[config.mk]
export PLATFORM = sky130hd
export DESIGN_NAME = mips_fetch_unit
export DESIGN_NICKNAME = d
export VERILOG_FILES = /design/src/rtl/mips_fetch_unit.sv
export SDC_FILE = /design/constraint.sdc
export NUM_CORES = 1
export LEC_CHECK = 0
export CORE_MARGIN = 4
export CORE_UTILIZATION = 35
export CTS_CLUSTER_DIAMETER = 40
export CTS_CLUSTER_SIZE = 25
export DETAILED_ROUTE_END_ITERATION = 10
export DONT_BUFFER_PORTS = 1
export GPL_ROUTABILITY_DRIVEN = 1
export PLACE_DENSITY = 0.53
export SETUP_SLACK_MARGIN = 0.05
export SLEW_MARGIN = 20
export SYNTH_ARGS = -nofsm -noshare
export SYNTH_HDL_FRONTEND = slang
export SYNTH_SLANG_ARGS = --single-unit
[constraint.sdc]
create_clock -name clk -period 3.7 [get_ports clk]
set_clock_uncertainty 0.1 [all_clocks]
set_input_delay 1.11 -clock clk [delete_from_list [all_inputs] [get_ports clk]]
set_output_delay 1.11 -clock clk [all_outputs]
set_load 0.005 [all_outputs]
[src/rtl/mips_fetch_unit.sv]
// rtl/mips_fetch_unit.sv - MIPS instruction fetch front end with prefetch queue and redirect
module mips_fetch_unit #(
  parameter int ADDR_W = 32,
  parameter int DEPTH = 4,
  parameter logic [ADDR_W-1:0] RESET_PC = '0
) (
  input  logic              clk,
  input  logic              rst,
  output logic              romCe,
  output logic [ADDR_W-1:0] instAddr,
  input  logic [31:0]       instruction,
  input  logic              jCe,
  input  logic [ADDR_W-1:0] jAddr,
  output logic              inst_valid,
  input  logic              inst_ready,
  output logic [31:0]       inst_data,
  output logic [ADDR_W-1:0] inst_pc
);

  localparam int PTR_W = $clog2(DEPTH);
  localparam int CNT_W = PTR_W + 1;

  logic [ADDR_W-1:0] pc;
  logic [ADDR_W-1:0] fetchPc;
  logic              inflight;
  logic              drop;
  logic [ADDR_W-1:0] qPc [DEPTH];
  logic [31:0]       qWord [DEPTH];
  logic [PTR_W-1:0]  rdPtr;
  logic [PTR_W-1:0]  wrPtr;
  logic [CNT_W-1:0]  count;
  logic [ADDR_W-1:0] headPc;
  logic [31:0]       headData;

  logic              pop;
  logic              push;
  logic [CNT_W:0]    credit;
  logic [CNT_W-1:0]  cntAfterPop;
  logic [PTR_W-1:0]  rdNext;
  logic              unusedJLow;

  assign unusedJLow = ^jAddr[1:0];

  assign inst_valid  = (count != '0);
  assign inst_data   = headData;
  assign inst_pc     = headPc;
  assign pop         = inst_valid & inst_ready;
  // A redirect flushes the word returning this cycle along with the queue.
  assign push        = inflight & ~drop & ~jCe;
  assign credit      = {1'b0, count} + (CNT_W+1)'(inflight) - (CNT_W+1)'(pop);
  assign romCe       = ~rst & ~jCe & (credit < (CNT_W+1)'(DEPTH));
  assign instAddr    = rst ? RESET_PC : pc;
  assign cntAfterPop = count - CNT_W'(pop);
  assign rdNext      = rdPtr + PTR_W'(pop);

  always_ff @(posedge clk) begin
    if (push) begin
      qPc[wrPtr]   <= fetchPc;
      qWord[wrPtr] <= instruction;
    end
  end

  always_ff @(posedge clk) begin
    if (rst) begin
      pc       <= RESET_PC;
      fetchPc  <= RESET_PC;
      inflight <= 1'b0;
      drop     <= 1'b0;
      count    <= '0;
      rdPtr    <= '0;
      wrPtr    <= '0;
      headPc   <= '0;
      headData <= '0;
    end else begin
      inflight <= romCe;
      if (romCe) begin
        pc      <= pc + ADDR_W'(4);
        fetchPc <= pc;
      end
      if (jCe) begin
        pc    <= {jAddr[ADDR_W-1:2], 2'b00};
        count <= '0;
        rdPtr <= '0;
        wrPtr <= '0;
        drop  <= inflight;
      end else begin
        drop  <= 1'b0;
        rdPtr <= rdNext;
        if (push) wrPtr <= wrPtr + PTR_W'(1);
        count <= cntAfterPop + CNT_W'(push);
        // Head register tracks the entry that will sit at rdNext after this edge.
        if (push && cntAfterPop == '0) begin
          headPc   <= fetchPc;
          headData <= instruction;
        end else if (cntAfterPop != '0) begin
          headPc   <= qPc[rdNext];
          headData <= qWord[rdNext];
        end
      end
    end
  end

  assert property (@(posedge clk) disable iff (rst) !(push && cntAfterPop == CNT_W'(DEPTH)));

endmodule

==> results.sh, run 1 <==
export IMPL_drc=0
export IMPL_cts_buffer_depth=3
export IMPL_cp_startpoint="inst_ready"
export IMPL_timing_fmax_mhz=277
export IMPL_regArea_um2=10100
export IMPL_r2r_start="count[0]$_SDFF_PN0_"
export IMPL_rrSetupSlack_ps=720
export IMPL_peakVddDrop_mv=0.362
export IMPL_ys_ff_latch=379
export IMPL_dr_pass1_iters=5
export IMPL_ys_warn_count=0
export IMPL_drive_above_1_share_pct=20.1
export IMPL_synthCells=1092
export IMPL_final_cells=1745
export IMPL_fin_crit_ps=3610
export IMPL_power_density_nw_per_um2=596
export IMPL_max_slew_margin_pct=45.1
export IMPL_syn2layout_area_growth_pct=19.0
export IMPL_clock_sinks=379
export IMPL_portBuffers=0
export IMPL_drt_iter0_drc=582
export IMPL_period_share_pct=97.6
export IMPL_crit_required_ps=2490
export IMPL_final_nets=1193
export IMPL_std_cell_rows=76
export IMPL_dieArea_um2=46700
export IMPL_post_drt_via_cell_ratio=5.23
export IMPL_gp_congestion=0.753
export IMPL_grt_pass1_vias=9134
export IMPL_finalSetupViolCount=0
export IMPL_ys_flop_type="edfxtp_1"
export IMPL_status="finished clean"
export IMPL_overflow=0
export IMPL_yosysTopAreaCellShare_pct=49.1
export IMPL_grt_max_degree=142
export IMPL_clock_latency_ps=600
export IMPL_async_flop_share_pct=0
export IMPL_ff2ff_path_depth=13
export IMPL_dp_slack_ps=61.6
export IMPL_post_dp_hpwl_um=22800
export IMPL_die_w_um=216
export IMPL_rsz0062_at_grt="yes"
export IMPL_total_power_mw=10.8
export IMPL_cts_tree="yes"
export IMPL_crit_type="primary input to output port"
export IMPL_syn_avg_cell_area_um2=13.9
export IMPL_initial_core_util_pct=35.3
export IMPL_diodes=0
export IMPL_synth_top_family_by_area="simple AND/OR/NAND/NOR gates"
export IMPL_cts_hold_buffers=0
export IMPL_timing_rr_end="pc[23]$_SDFFE_PP0P_"
export IMPL_placed_cells=1636
export IMPL_grt_usage_pct=16.0
export IMPL_antenna_found_initial=5
export IMPL_fill_cells=4005
export IMPL_wl_um=38200
export IMPL_grt_pass1_wl_um=57300
export IMPL_endpoint="romCe"
export IMPL_wl_per_cell_um=21.9
export IMPL_finalHoldViolCount=0
export IMPL_synthesis_area_um2=15200
export IMPL_startpoint_type="primary input"
export IMPL_fp_dieH_um=216
export IMPL_end_kind="output port"
export IMPL_p_leak_nw=6.24
export IMPL_worst_pin_slew_ps=808
export IMPL_via_count=9129
export IMPL_cts_root_buf="clkbuf_16"
export IMPL_worstPathArrival_ps=2400
export IMPL_synthAdderAreaFrac_pct=0.990
export IMPL_hold_path_depth=1
export IMPL_hold_class="flop to flop"
export IMPL_clkTransAtPathRegs_ps=50
export IMPL_synthSimpleGateAreaFrac_pct=11.4
export IMPL_setup_ws_ps=88.5
export IMPL_htreeDepth=2
export IMPL_synth_compound_area_share_pct=6.37
export IMPL_io_pins=166
export IMPL_yosysTopAreaCell="edfxtp_1"
export IMPL_crit_fanout=3
export IMPL_netlist_top_cells_area="edfxtp_1, dfxtp_1, mux4_2, a311oi_1, nand2_1"
export IMPL_ant_nets=0
export IMPL_core_area_um2=43000
export IMPL_synth_common_cells="edfxtp_1, nand2_1, dfxtp_1, nor2_1, a311oi_1"
export IMPL_synth_edf_count=248
export IMPL_drv_cap=0
export IMPL_ys_types=55
export IMPL_maxSlewViolCount=0
export IMPL_synth_xor_area_share_pct=0.808
export IMPL_yosys_mux_area_fraction_pct=11.3
export IMPL_multi_input_area_um2=4810
export IMPL_yosysMostFrequentCell="edfxtp_1"
export IMPL_ys_seq_area_share_pct=66.4
export IMPL_cts_buffers=56
==> stage by stage <==
stage | utilization [%] | setup TNS, ps | instance area [µm²] | hold slack (ps)
after floorplan | - | -57.6 | 15200 | 336
after global placement | 37.4 | 0 | 16100 | 365
after detailed placement | 37.4 | 0 | 16100 | 361
after CTS | 42.0 | 0 | 18100 | 397
after global routing | 42.0 | 0 | 18100 | 410
final | 42.0 | 0 | 18100 | 392
==> layout make-up <==
type / count / area share (%)
flip-flops and latches: 379 / 55.8
inverters: 16 / 0.333
clock inverters: 46 / 2.75
repair buffers: 39 / 2.52
well taps: 585 / 4.05
multi-input cells: 621 / 26.7
clock buffers: 59 / 7.88
==> report_power, final <==
group | switching, mW | internal, mW
clock | 2.17 | 3.19
sequential | 0.147 | 4.65
combinational | 0.343 | 0.263
==> how the worst min path moves through the flow <==
stage | endpoint | slack [ps] | start
5_1_grt | drop$_SDFF_PP0_ | 410 | inflight$_SDFF_PP0_
3_3_place_gp | drop$_SDFF_PP0_ | 370 | inflight$_SDFF_PP0_
4_1_cts | drop$_SDFF_PP0_ | 400 | inflight$_SDFF_PP0_
6_report | drop$_SDFF_PP0_ | 390 | inflight$_SDFF_PP0_
3_5_place_dp | drop$_SDFF_PP0_ | 360 | inflight$_SDFF_PP0_
2_1_floorplan | drop$_SDFF_PP0_ | 340 | inflight$_SDFF_PP0_
==> layout by cell type, fill, tap and decap left out, drive strengths merged, types with 12 or more instances in the layout <==
| cell | instances |
|---|---|
| clkinv | 12 |
| nand3 | 17 |
| nand2 | 149 |
| clkbuf | 59 |
| a311oi | 69 |
| ha | 12 |
| buf | 39 |
| edfxtp | 248 |
| mux2i | 30 |
| nor2 | 121 |
| dfxtp | 131 |
| inv | 41 |
| nor2b | 28 |
| o21ai | 12 |
| mux4 | 62 |
==> what timing repair did <==
action | 4_1_cts | 5_1_grt
pin swaps | 5 | 1
setup endpoints to repair | 1 | 1
resized for setup | 6 | 0
buffers inserted | 4 | 0
endpoints found under the hold margin | 0 | 0
==> flip-flops by register name, indices dropped and copies added (netlist names) <==
signal	count
qPc	120
rdPtr	2
pc	30
fetchPc	30
inst_data	32
inflight	1
inst_pc	30
wrPtr	2
count	3
drop	1
qWord	128
==> critical path, stage by stage <==
cell	delay (ps)
and2_4	150
ha_4	160
inv_2	50
ha_4	190
and3b_2	230
nor4_4	340
o21ai_4	110
inv_2	70
==> kinds of logic (layout without fill, tap and decap cells) <==
group | count (synthesis) | after routing
AO/OA/AOI/OAI | 119 | 119
XOR/XNOR | 14 | 14
adder cells (fa/ha/maj) | 12 | 12
buffers and inverters | 95 | 160
flip-flops | 379 | 379
multiplexers | 93 | 93
other | 1 | 4
AND/OR/NAND/NOR | 379 | 379
==> per-layer routing <==
metal / GRT usage (%) / vias up / share of wire (%)
li1: - / 4189 / -
met1: 21.3 / 4659 / 44
met2: 26.0 / 213 / 48
met3: 3.70 / 60 / 5.6
met4: 5.21 / 8 / 2.3
met5: 0 / - / 0.14
No activity file was read; power rests on OpenSTA's default activity.
==> inputs of run 2 (changes only) <==
- CTS_CLUSTER_SIZE: 25 -> unset
==> run 2 against run 1 <==
Against the previous run: sequential share of layout area shrank 0.26 points; fmax is essentially flat; register-to-register slack lost 110 ps; largest cell class unchanged; flip-flop and latch count is the same; non-clock buffer count grew 3; largest power group unchanged.
==> results.sh, run 2 (synthesis gave the netlist of run 1 again) <==
export IMPL_cts_tree="yes"
export IMPL_timing_fmax_mhz=277
export IMPL_power_density_nw_per_um2=601
export IMPL_max_slew_margin_pct=44.9
export IMPL_via_count=9133
export IMPL_cts_buffers=56
export IMPL_post_drt_via_cell_ratio=5.22
export IMPL_grt_usage_pct=15.9
export IMPL_dr_pass1_iters=5
export IMPL_grt_pass1_vias=9104
export IMPL_hold_class="flop to flop"
export IMPL_critPathBufInv=2
export IMPL_wl_per_cell_um=21.9
export IMPL_gp_congestion=0.753
export IMPL_std_cell_rows=76
export IMPL_end_kind="output port"
export IMPL_clock_sinks=379
export IMPL_peakVddDrop_mv=0.326
export IMPL_critical_path_top_delay_family="simple AND/OR/NAND/NOR gates"
export IMPL_clkTransAtPathRegs_ps=50
export IMPL_status="finished clean"
export IMPL_cts_hold_buffers=0
export IMPL_die_w_um=216
export IMPL_fill_cells=3994
export IMPL_rsz0062_at_grt="yes"
export IMPL_period_share_pct=97.5
export IMPL_dieArea_um2=46700
export IMPL_slowest_stage="nor4_4"
export IMPL_wl_um=38300
export IMPL_crit_type="primary input to output port"
export IMPL_p_leak_nw=6.28
export IMPL_post_dp_hpwl_um=22800
export IMPL_grt_pass1_wl_um=57300
export IMPL_core_area_um2=43000
export IMPL_cp_cell_sequence="and2_4 > ha_4 > inv_2 > ha_4 > and3b_2 > nor4_4 > o21ai_4 > inv_2"
export IMPL_top_register="qWord"
export IMPL_crit_required_ps=2490
export IMPL_drt_iter0_drc=593
export IMPL_final_cell_mix="edfxtp_1, nand2_1, dfxtp_1"
export IMPL_finalSetupViolCount=0
export IMPL_maxSlewViolCount=0
export IMPL_htreeDepth=2
export IMPL_clock_latency_ps=590
export IMPL_diodes=0
export IMPL_io_pins=166
export IMPL_final_nets=1196
export IMPL_drive_above_1_share_pct=20.2
export IMPL_finalHoldViolCount=0
export IMPL_ant_nets=0
export IMPL_startpoint_type="primary input"
export IMPL_crit_fanout=3
export IMPL_antenna_found_initial=5
export IMPL_cp_slowest_stage_delay_ps=340
export IMPL_portBuffers=0
export IMPL_fp_dieH_um=216
export IMPL_cts_buffer_depth=3
export IMPL_syn2layout_area_growth_pct=19.6
export IMPL_finalSetupTns_ps=0
export IMPL_cts_root_buf="clkbuf_16"
export IMPL_initial_core_util_pct=35.3
export IMPL_grt_max_degree=142
export IMPL_worst_pin_slew_ps=811
export IMPL_holdWs_ps=395
export IMPL_overflow=0
export IMPL_worstPathArrival_ps=2400
export IMPL_drv_cap=0
export IMPL_layout_commonest_cell="edfxtp_1"
export IMPL_drc=0
export IMPL_largest_reg_flops=128
export IMPL_fin_crit_ps=3610
-- run 2: cell types whose count changed in the layout (fill, tap and decap cells not counted), moves of 3 or more --
cell       delta
inv_8         -5
bufinv_16     +3
inv_6         -3
clkbuf_8      +4
buf_4         +3
-- run 2: power by group --
part / switching [mW] / leakage (nW) / total, mW / internal [mW]
combinational: 0.344 / 1.83 / 0.609 / 0.265
sequential: 0.147 / 3.49 / 4.80 / 4.65
clock: 2.06 / 0.962 / 5.49 / 3.43
-- run 2: path summary, 6_finish.rpt --
| kind | depth (start not counted) | to | slack [ps] | start |
|---|---|---|---|---|
| setup reg to reg | 14 | pc[23]$_SDFFE_PP0P_ | 610 | count[2]$_SDFF_PN0_ |
| hold reg to reg | 1 | drop$_SDFF_PP0_ | 390 | inflight$_SDFF_PP0_ |
| hold / removal | 1 | drop$_SDFF_PP0_ | 390 | inflight$_SDFF_PP0_ |
| setup / recovery | 8 | romCe | 90 | inst_ready |
-- run 2: repair_timing --
| item | 4_1_cts | 5_1_grt |
|---|---|---|
| gates cloned | 0 | 0 |
| pin swaps | 5 | 5 |
| buffers inserted | 4 | 3 |
| gates resized for setup | 6 | 5 |
| endpoints found under the setup margin | 1 | 1 |
-- run 2: cell type report --
class / count / area [µm²] / area share, %
clock buffer: 64 / 1480 / 8.17
clock inverter: 41 / 489 / 2.70
inverter: 16 / 65.1 / 0.359
multi-input combinational: 621 / 4820 / 26.6
sequential: 379 / 10100 / 55.5
tap: 585 / 732 / 4.03
timing repair buffer: 42 / 478 / 2.63
-- run 2: metal layers --
metal,GRT usage [%],vias up,part of all wire (%)
met5,0,-,0.15
met4,5.06,8,2.2
met3,3.88,58,5.8
met2,25.9,224,48
met1,21.2,4644,44
li1,-,4199,-
-- run 2: metrics by stage --
stage          instances  util, %  instance area, µm²  setup WS, ps  power (mW)
6_report            1748     42.2               18100          90.9        10.9
5_1_grt             1748     42.2               18100          21.7        11.3
4_1_cts             1745     42.1               18100          58.9        11.0
3_5_place_dp        1636     37.4               16100          61.6        5.51
3_3_place_gp        1636     37.4               16100          51.6        5.50
2_1_floorplan       1095        -               15200         -57.6        5.30
-- run 2: worst register-to-register path, cell delays in order, from the launching register on --
cell,delay (ps)
dfxtp_4,350
inv_4,60
nand3_4,70
and2_4,170
ha_4,150
inv_2,50
ha_4,190
and3b_2,220
buf_4,140
buf_4,120
nor2_2,130
mux2i_2,720
buf_4,300
or4_1,130
nand3_1,70
==> RTL change: new RTL, settings of run 1 <==
The parameter `DEPTH` goes from 4 to 8.
--- a/src/rtl/mips_fetch_unit.sv
+++ b/src/rtl/mips_fetch_unit.sv
@@ -3,3 +3,3 @@
   parameter int ADDR_W = 32,
-  parameter int DEPTH = 4,
+  parameter int DEPTH = 8,
   parameter logic [ADDR_W-1:0] RESET_PC = '0
Check against the original RTL: no difference found for any inputs over 4 cycles, from zero or initial values and one cycle with rst high; that may be too few to reach the edited logic, so the function may still have changed.
==> RTL change against run 1 <==
Setup slack improved by 0.12 ns. Count of clock-buffer cells in the layout increased by 49. Non-clock buffer count increased by 31. Via count increased by 68%. Hold slack improved by 0.013 ns. Synthesized area increased by 67%. Critical path depth unchanged. Power increased by 62%. Final area increased by 68%. Sequential cell count increased by 251. Wire length increased by 76%. Critical path type unchanged.
==> RTL change: results (changes against run 1) <==
\begin{tabular}{lr}
\hline
Metric & Value \\
\hline
\multicolumn{2}{l}{\textbf{Drt}} \\
Routed length per placed instance & 24.1 µm (was 21.9 µm) \\
Routed metal-1 wire length & 29600 µm (was 16700 µm) \\
Max Used Layer & met4 (was met5) \\
Routed wire length on met2 & 32100 µm (was 18400 µm) \\
\multicolumn{2}{l}{\textbf{Critical path}} \\
Startpoint of the worst-slack reg-to-reg timing path & count[3] (was count[0]) \\
Max stage delay on crit path & 0.30 ns (was 0.34 ns) \\
\multicolumn{2}{l}{\textbf{Global route}} \\
Initial antenna violation count & 0 (was 5) \\
Pin count of the biggest net entering global routing & 156 (was 142) \\
Global-route usage over all layers & 17.2\% (was 16.0\%) \\
\multicolumn{2}{l}{\textbf{Layout}} \\
Fraction of area in multi-input gates & 24.2\% (was 26.7\%) \\
Flip-flop count of the largest register, all copies and words added & 256 (was 128) \\
Filler instances & 6514 (was 4005) \\
FF+latch count & 630 (was 379) \\
Final layout net count & 1849 (was 1193) \\
Number of antenna cells inserted & 1 (was 0) \\
Count of clock buffers in the final design & 108 (was 59) \\
Inverters & 24 (was 16) \\
\multicolumn{2}{l}{\textbf{Synthesis}} \\
Count of different cell masters after synthesis & 68 (was 55) \\
Post-synth EDFFs & 496 (was 248) \\
Average cell area after synthesis & 14.7 µm² (was 13.9 µm²) \\
\multicolumn{2}{l}{\textbf{Pwr}} \\
Cell leakage power & 10.5 nW (was 6.24 nW) \\
Pwr per Cell Area & 574 nW/µm² (was 596 nW/µm²) \\
Power Sequential & 7.86 mW (was 4.80 mW) \\
Worst vdd ir & 0.314 mV (was 0.362 mV) \\
\multicolumn{2}{l}{\textbf{Clocking}} \\
H-tree depth & 3 (was 2) \\
\multicolumn{2}{l}{\textbf{Placement}} \\
DP Cell Count & 2623 (was 1636) \\
Final HPWL DP & 38300 µm (was 22800 µm) \\
Routability cong. & 0.764 (was 0.753) \\
\multicolumn{2}{l}{\textbf{Timing}} \\
Normalized max-slew margin & 58.3\% (was 45.1\%) \\
Worst-case hold slack & 0.405 ns (was 0.392 ns) \\
\multicolumn{2}{l}{\textbf{Min path}} \\
Instance count along the most critical hold path & 2 (was 1) \\
\multicolumn{2}{l}{\textbf{Run status}} \\
Outcome & finished, final reports clean (unchanged) \\
\hline
\end{tabular}
[RTL change: cells by family (layout without fill, tap and decap cells)]
family	count (synthesis)	after routing	share of synthesized area [%]
AOI/OAI and AO/OA	357	357	10.6
xor gates and xnor gates	24	24	0.827
adders and majority gates	11	11	0.542
buffers and inverters	151	266	2.94
DFF	630	630	69.2
muxes	129	129	8.14
other	1	5	0.0148
and+or+nand+nor	426	426	7.79
[RTL change: stage by stage]
stage / util, % / cell area (µm²) / setup slack [ns]
2_1_floorplan: - / 25600 / -0.710
3_3_place_gp: 37.6 / 27000 / 0.143
3_5_place_dp: 37.6 / 27000 / 0.110
4_1_cts: 42.2 / 30300 / 0.0528
5_1_grt: 42.2 / 30300 / 0.0768
6_report: 42.2 / 30300 / 0.207
[RTL change: timing repair]
item | CTS | global route
setup endpoints to repair | 1 | 1
gates resized for setup | 5 | 4
endpoints found under the hold margin | 0 | 0
setup buffers | 2 | 0
cloned | 0 | 0
pin swaps | 2 | 1
